**src/rtl/note_quantizer.sv**
```systemverilog
// Pitch measurement to debounced 6-bit note code ({1'b1, semitone from C4} or 0 for rest).
// Optional macro OCTAVE_FOLD_EN adds the FOLD state (up to 2 octave shifts into C4..A5).
module note_quantizer #(
    parameter int unsigned PERIOD_WIDTH = 20,
    parameter int unsigned STABLE_COUNT = 3,
    parameter logic [15:0] MAG_THRESH   = 16'd512
) (
    input  logic                    clk_in,
    input  logic                    rst_n_in,
    input  logic                    valid_in,
    input  logic [PERIOD_WIDTH-1:0] period_in,
    input  logic [15:0]             mag_in,
    output logic                    ready_out,
    output logic [5:0]              note_out,
    output logic                    note_change_out
);

`ifdef OCTAVE_FOLD_EN
    typedef enum logic [1:0] {IDLE, FOLD, SEARCH, DECIDE} state_t;
`else
    typedef enum logic [1:0] {IDLE, SEARCH, DECIDE} state_t;
`endif

    // Semitone boundaries: period for note k lies in (bound[k+1], bound[k]].
    function automatic logic [PERIOD_WIDTH-1:0] bound_lut(input logic [4:0] idx);
        logic [19:0] b;
        case (idx)
            5'd0:    b = 20'd292118;
            5'd1:    b = 20'd275723;
            5'd2:    b = 20'd260248;
            5'd3:    b = 20'd245641;
            5'd4:    b = 20'd231855;
            5'd5:    b = 20'd218842;
            5'd6:    b = 20'd206559;
            5'd7:    b = 20'd194966;
            5'd8:    b = 20'd184023;
            5'd9:    b = 20'd173695;
            5'd10:   b = 20'd163946;
            5'd11:   b = 20'd154744;
            5'd12:   b = 20'd146059;
            5'd13:   b = 20'd137862;
            5'd14:   b = 20'd130124;
            5'd15:   b = 20'd122821;
            5'd16:   b = 20'd115927;
            5'd17:   b = 20'd109421;
            5'd18:   b = 20'd103280;
            5'd19:   b = 20'd97483;
            5'd20:   b = 20'd92012;
            5'd21:   b = 20'd86847;
            5'd22:   b = 20'd81973;
            default: b = '0;
        endcase
        return PERIOD_WIDTH'(b);
    endfunction

    localparam logic [PERIOD_WIDTH-1:0] BOUND_TOP = bound_lut(5'd0);
    localparam logic [PERIOD_WIDTH-1:0] BOUND_BOT = bound_lut(5'd22);

    function automatic logic in_range(input logic [PERIOD_WIDTH-1:0] p);
        return (p > BOUND_BOT) && (p <= BOUND_TOP);
    endfunction

    state_t                  state_q, state_d;
    logic [PERIOD_WIDTH-1:0] period_q, period_d;
    logic [4:0]              k_q, k_d;
    logic [5:0]              class_q, class_d;
    logic [5:0]              cand_q, cand_d;
    logic [3:0]              cnt_q, cnt_d;
    logic                    commit_q, commit_d;
    logic [5:0]              note_q, note_d;
    logic                    pulse_q, pulse_d;
`ifdef OCTAVE_FOLD_EN
    logic [1:0]              fold_q, fold_d;
    logic [PERIOD_WIDTH-1:0] fold_shift;
`endif

    always_ff @(posedge clk_in) begin
        if (!rst_n_in) begin
            state_q  <= IDLE;
            period_q <= '0;
            k_q      <= '0;
            class_q  <= '0;
            cand_q   <= '0;
            cnt_q    <= '0;
            commit_q <= 1'b0;
            note_q   <= '0;
            pulse_q  <= 1'b0;
`ifdef OCTAVE_FOLD_EN
            fold_q   <= '0;
`endif
        end else begin
            state_q  <= state_d;
            period_q <= period_d;
            k_q      <= k_d;
            class_q  <= class_d;
            cand_q   <= cand_d;
            cnt_q    <= cnt_d;
            commit_q <= commit_d;
            note_q   <= note_d;
            pulse_q  <= pulse_d;
`ifdef OCTAVE_FOLD_EN
            fold_q   <= fold_d;
`endif
        end
    end

    // The debounce decision is registered in DECIDE and published one edge later,
    // so ready stays low through that publish cycle.
    assign ready_out       = (state_q == IDLE) && !commit_q;
    assign note_out        = note_q;
    assign note_change_out = pulse_q;

    always_comb begin
        state_d  = state_q;
        period_d = period_q;
        k_d      = k_q;
        class_d  = class_q;
        cand_d   = cand_q;
        cnt_d    = cnt_q;
        commit_d = 1'b0;
        note_d   = note_q;
        pulse_d  = 1'b0;
`ifdef OCTAVE_FOLD_EN
        fold_d     = fold_q;
        fold_shift = (period_q <= BOUND_BOT) ? (period_q << 1) : (period_q >> 1);
`endif

        if (commit_q && (cnt_q >= 4'(STABLE_COUNT)) && (cand_q != note_q)) begin
            note_d  = cand_q;
            pulse_d = 1'b1;
        end

        case (state_q)
            IDLE: begin
                if (valid_in && ready_out) begin
                    period_d = period_in;
                    k_d      = '0;
`ifdef OCTAVE_FOLD_EN
                    fold_d   = '0;
`endif
                    if (mag_in < MAG_THRESH) begin
                        class_d = '0;
                        state_d = DECIDE;
                    end else if (!in_range(period_in)) begin
`ifdef OCTAVE_FOLD_EN
                        state_d = FOLD;
`else
                        class_d = '0;
                        state_d = DECIDE;
`endif
                    end else begin
                        state_d = SEARCH;
                    end
                end
            end
`ifdef OCTAVE_FOLD_EN
            FOLD: begin
                period_d = fold_shift;
                fold_d   = fold_q + 2'd1;
                if (in_range(fold_shift)) begin
                    state_d = SEARCH;
                end else if (fold_q == 2'd1) begin
                    class_d = '0;
                    state_d = DECIDE;
                end
            end
`endif
            SEARCH: begin
                if (period_q > bound_lut(k_q + 5'd1)) begin
                    class_d = {1'b1, k_q};
                    state_d = DECIDE;
                end else begin
                    k_d = k_q + 5'd1;
                end
            end
            DECIDE: begin
                if (class_q == cand_q) begin
                    cnt_d = (cnt_q == 4'hF) ? cnt_q : cnt_q + 4'd1;
                end else begin
                    cand_d = class_q;
                    cnt_d  = 4'd1;
                end
                commit_d = 1'b1;
                state_d  = IDLE;
            end
            default: state_d = IDLE;
        endcase
    end

endmodule

```
**config.mk**
```make
export PLATFORM = sky130hd
export DESIGN_NAME = note_quantizer
export DESIGN_NICKNAME = d
export VERILOG_FILES = /design/src/rtl/note_quantizer.sv
export SDC_FILE = /design/constraint.sdc
export NUM_CORES = 1
export LEC_CHECK = 0
export ABC_AREA = 1
export BUFFER_PORTS_ARGS = -buffer_cell sky130_fd_sc_hd__buf_2
export CAP_MARGIN = 10
export CORE_MARGIN = 8
export CORE_UTILIZATION = 50
export CTS_BUF_LIST = sky130_fd_sc_hd__clkbuf_8 sky130_fd_sc_hd__clkbuf_16
export CTS_CLUSTER_DIAMETER = 120
export CTS_CLUSTER_SIZE = 20
export DETAILED_ROUTE_END_ITERATION = 12
export GPL_TIMING_DRIVEN = 1
export PLACE_DENSITY_LB_ADDON = 0.2
export SYNTH_ARGS = -nofsm -noshare
export SYNTH_HDL_FRONTEND = slang
export SYNTH_SLANG_ARGS = --single-unit
```
**constraint.sdc**
```tcl
create_clock -name clk_in -period 3.95 [get_ports clk_in]
set_input_delay 0.5925 -clock clk_in [delete_from_list [all_inputs] [get_ports clk_in]]
set_output_delay 0.5925 -clock clk_in [all_outputs]
set_load 0.01 [all_outputs]
```
# [Word-level counts from Yosys, hierarchy flattened]
# Memories as Yosys holds them, arrays and structs flattened.
# Cells that the tools add are included.
[word_totals] reg_bits=51 mem_bits_ro=608 in_bits=39 n_memories=1
[mem_list] name="(no name shown)" depth=32 width=19 read_ports=1 rd_clocked_by_memory_dff=0 write_ports=0 line="27" source="case (idx)"
[classes] n_addsub=2 magnitude_cmp=5 n_eq_ne=10 mux=18 bitwise_logic=1 n_reduce_logical=14
[op_table] op="6-bit 2-to-1 mux" count=4
[op_table] op="20-bit by 17-bit > comparator with 1-bit output, second input constant" count=1
[op_table] op="20-bit > comparator" count=1
[op_table] op="20-bit by 19-bit less-or-equal comparator with 1-bit output, second input constant" count=1
[op_table] op="20-bit 2-to-1 mux" count=1
[op_table] op="16-bit by 10-bit less-than comparator with 1-bit output, second input constant" count=1
[op_table] op="6-bit one-hot mux with 2 select lines" count=1
[op_table] op="5-bit 2-to-1 mux" count=2
[op_table] op="5-bit one-hot mux with 2 select lines" count=1
[op_table] op="2-bit 2-to-1 mux" count=4
[op_table] op="4-bit 2-to-1 mux" count=2
[op_table] op="2-bit AND reduction" count=4
[op_table] op="6-bit equality test" count=1
[op_table] op="2-bit != test, second input constant" count=3
[op_table] op="6-bit != test" count=1
[op_table] op="5-bit by 1-bit adder with 5-bit output, second input constant" count=1
[op_table] op="1-bit logical AND" count=5
[op_table] op="4-bit by 1-bit adder with 4-bit output, second input constant" count=1
[op_table] op="4-bit equality test, second input constant" count=1
[op_table] op="4-bit by 2-bit >= comparator with 1-bit output, second input constant" count=1
[op_table] op="2-bit one-hot mux with 2 select lines" count=1
[op_table] op="4-bit AND reduction" count=1
[op_table] op="3-bit != test, second input constant" count=1
[op_table] op="3-bit AND reduction" count=1
[op_table] op="8 further kinds" count=9

# [Depth between registers and ports, before layout]
[depth] ltp_word=6 ltp_mapped=25 mapped_depth_nobuf=23

# [Worst setup path before layout]
# No wires, ideal clock.
[synth_path] kind="reg-to-reg" startpoint="register k_q[1]" endpoint="register k_q[1]" setup_ns=0.117 arrival_time_ns=3.042 setup_slack_ns=0.791 stages_incl_launch_ff=21 path_buffers=1 period_less_slack_ns=3.159 cell_sequence="dfxtp_1 ha_1 inv_1 ha_1 inv_1 clkbuf_1 o21ai_0 o21ai_0 o211ai_1 ha_1 nand2_1 nor2_1 nand2_1 nor2_2 nand2_1 nand3_2 nand2_1 nand2_2 nand2_4 o21ai_0 nor2_1"
[synth_between] elab_chain_len=6
[synth_rtl] item="start, declared" line="65" source="logic [4:0] k_q, k_d;"
[synth_rtl] item="start signal, assigned" line="94" source="k_q <= k_d;"
[synth_rtl] item="5-bit by 1-bit adder with 5-bit output *" line="169, 173"
[synth_rtl] item="memory 32 x 19 bit"
[synth_rtl] item="20-bit 2-to-1 mux" line="133" source="case (state_q)"
[synth_rtl] item="20-bit > comparator" line="169" source="if (period_q > bound_lut(k_q + 5'd1)) begin"
[synth_rtl] item="2-bit != test (no line)"
[synth_rtl] item="3-bit AND reduction (no line)"
# Mark *: on every way between the ends. The rest lies on a longest branch, timed or not. The select of a mux whose other input is x is not followed.
# A chain may end at the register's enable or synchronous reset.

# [Worst setup path after layout]
# Same ends and word-level chain as after synthesis.

==> impl_metrics.yaml <==
status:
  status: "finished clean"
placement:
  dp.cells: 652
  dp.final_hpwl_um: 7079
  place.gp.congestion: 0.9141
  portBuffers: 37
route:
  avgViaCountPerCell: 5.412
  drt_wl_total_um: 8977
  routedWlPerCell_um: 13.60
  drc: 0
  drtIter0Drc: 134
  firstDrtPassIters: 5
  num_vias: 3572
  final_antenna_net_count: 0
synth:
  yosys-top-cells-area: "dfxtp_1 29%, nand2_1 11%, ha_1 9.6%"
  synthCells: 532
  yosysWarnings: 0
  avgSynthCellArea_sq_um: 6.632
  synth_fp_nets: 598
  yosys.area.top_type: "dfxtp_1"
  yosys_most_used_dff: "dfxtp_1"
  syn_area_sq_um: 3528
  synth_seq_cells: 51
  ys_seq_area_share_pct: 28.94
  synth-edff-count: 0
  yosys.area.top_type_share_pct: 28.94
  async_reset_ff_share_pct: 0
  synth.distinct_cells: 43
pwr:
  power_switching_uw: 474.8
  powerDensity_nw_per_um2: 340.5
  clkPwrFrac_pct: 24.1
  swShare_pct: 35.97
  seqPwrFrac_pct: 43.0
  total_power_uw: 1320
  vdd_drop_max_mv: 0.1835
  p_comb_share_pct: 32.9
  p_leak_uw: 0.001810
  p_int_uw: 845.0
worst_setup_path:
  cp_data_required_time_ns: 4.15
  critPathArrivalTime_ns: 3.67
  critPathMaxFanout: 8
  r2r_slack_ns: 0.49
  rr_endpoint: "k_q[1]"
  path_class: "reg2reg"
  cp-end-kind: "flip-flop"
  reg2regPathDepth: 22
  crit_path_start_kind: "flip-flop"
  r2r-start: "k_q[1]"
final_layout:
  drive_above_1_share_pct: 14.54
  fin_nets: 629
  fill_cells: 706
  final_cells: 660
  area_growth_syn_to_layout_pct: 9.858
  num_antenna_cells: 0
worst_hold_path:
  min_path_type: "reg2reg"
  whs_path_depth: 2
  whs_endpoint: "period_q[4]"
  hold_path_startpoint: "period_q[4]"
grt:
  grt_pass1_wl_um: 15270
  grt_max_degree: 31
  grt.total_usage_pct: 18.30
  grt_pass1_vias: 3330
  overflow: 0
  antenna_found_initial: 0
timing:
  rsz0062_at_grt: "no"
  hold_viol: 0
  maxSlewHeadroom_pct: 40.73
  hold_ws_ns: 0.4772
  setup_violations: 0
  clock_skew_ns: 0.01164
  fmaxAchievable_mhz: 288.8
  final.period_utilization_pct: 87.66
  drv_slew: 0
  fin_crit_ns: 3.463
  worst_pin_slew_ns: 0.8881
  tns_ns: 0
cts:
  cts.sinks: 51
  cts.clk_slew.worst_paths_ns: 0.09
  cts_tree: "built"
  worstSkewPairLatency_ns: 0.30
  clock_path_buffers: 2
  htreeDepth: 2
  post-cts-setup-buffers: 0
  cts-resized-gates: 0
  cts_hold_buf: 0
  numCtsBuffers: 5
  cts_root_buffer: "clkbuf_8"
die:
  start_util_pct: 51.65
  core.rowCount: 30
  coreArea_sq_um: 6832
  die_w_um: 100.0
  io_pins: 47
  dieHeight_um: 100.0
  die_area_sq_um: 10000
job:
  maxCapViolations: 0
flip-flops by register name, summed over array words and instances, names as in the netlist:
name	cells
period_q	20
cand_q	6
class_q	6
note_out	6
k_q	5
cnt_q	4
state_q	2
commit_q	1
note_change_out	1
per-stage QoR:
step / instance area [sq um] / util [%] / setup WS, ns
after floorplan: 3528 / - / 0.7905
after global placement: 3780 / 55.33 / 0.5370
after detailed placement: 3780 / 55.33 / 0.5228
after CTS: 3876 / 56.74 / 0.4860
after global routing: 3876 / 56.74 / 0.1423
final: 3876 / 56.74 / 0.4874
logic make-up after synthesis:
kind of cell	Yosys count	synth area share [%]
buf+inv	77	9.291
compound gates	122	19.18
flops	51	28.94
simple gates	245	30.32
xor+xnor	10	2.695
fa+ha+maj	27	9.574
layout by cell type, fill, tap and decap left out, types with 2 or more instances in the layout:
cell / netlist / routed
buf_4: 2 / 7
xnor2_1: 5 / 5
ha_1: 27 / 27
o21ai_2: 3 / 3
or2_2: 2 / 2
nand3_2: 2 / 2
inv_1: 52 / 52
nand4_1: 3 / 3
nor3_1: 11 / 10
xor2_1: 4 / 4
inv_2: 4 / 4
o21ai_1: 5 / 5
a21oi_1: 58 / 58
nor2_2: 6 / 6
clkbuf_8: 0 / 6
o21ai_0: 38 / 38
nor2_1: 60 / 60
nand3_1: 44 / 44
nand2_4: 2 / 2
o211ai_1: 2 / 2
nand2_1: 107 / 107
dfxtp_1: 51 / 51
o31ai_1: 3 / 3
buf_2: 5 / 37
o22ai_1: 2 / 2
nand2_2: 5 / 5
metal layers:
metal | track usage (%) | share of wire, %
met5 | 0 | 0
met4 | 5.581 | 0.99
met3 | 2.007 | 4.1
met2 | 27.96 | 43
met1 | 26.04 | 51
critical path, cell delays in order, from the launching register on:
cell     delay (ns)
dfxtp_1        0.35
ha_1           0.19
inv_1          0.08
ha_1           0.43
inv_1          0.14
nor2_1         0.18
inv_1          0.08
o21ai_0        0.32
nor2_1         0.07
a31oi_1        0.18
ha_1           0.27
nand2_1        0.08
inv_1          0.04
nand2_1        0.06
nand2_1        0.05
a21oi_1        0.19
nand3_2        0.12
nand2_1        0.08
nand2_2        0.08
nand2_4        0.12
inv_2          0.06
a21oi_1        0.12
nor2_1         0.05
synth_stat cells, drive strengths merged (4+ instances only):
library cell	instances
xnor2	5
nor3	11
ha	27
nand3	46
buf	10
o21ai	46
xor2	5
nand4	4
nor2	66
inv	57
dfxtp	51
nand2	114
a21oi	59
clkbuf	10
worst max path at each step:
stage	start	endpoint	slack, ns	cells after the start
floorplan	k_q[1]	k_q[1]	0.79	20
global placement	k_q[0]	k_q[1]	0.54	22
detailed placement	k_q[0]	k_q[1]	0.52	22
CTS	k_q[0]	k_q[1]	0.49	22
global route	k_q[1]	k_q[1]	0.14	22
finish	k_q[1]	k_q[1]	0.49	22
area by class of cell:
type                            count  area [sq um]  share of cell area (%)
Tap cell                           96         120.1                   3.099
Clock buffer                        6         82.58                   2.130
Sequential cell                    51          1021                   26.34
Inverter                           57         216.5                   5.584
Clock inverter                      2         13.76                  0.3551
Multi-Input combinational cell    404          2185                   56.36
Timing Repair Buffer               44         237.7                   6.133
power groups by stage:
stage                     clock network, uW  registers, uW  logic [uW]
after floorplan                           0            573         326
after global placement                    0            578         419
after detailed placement                  0            579         430
after CTS                               327            567         431
after global routing                    348            571         497
final                                   318            568         434
Note: power is estimated with default switching activity, not from simulation.
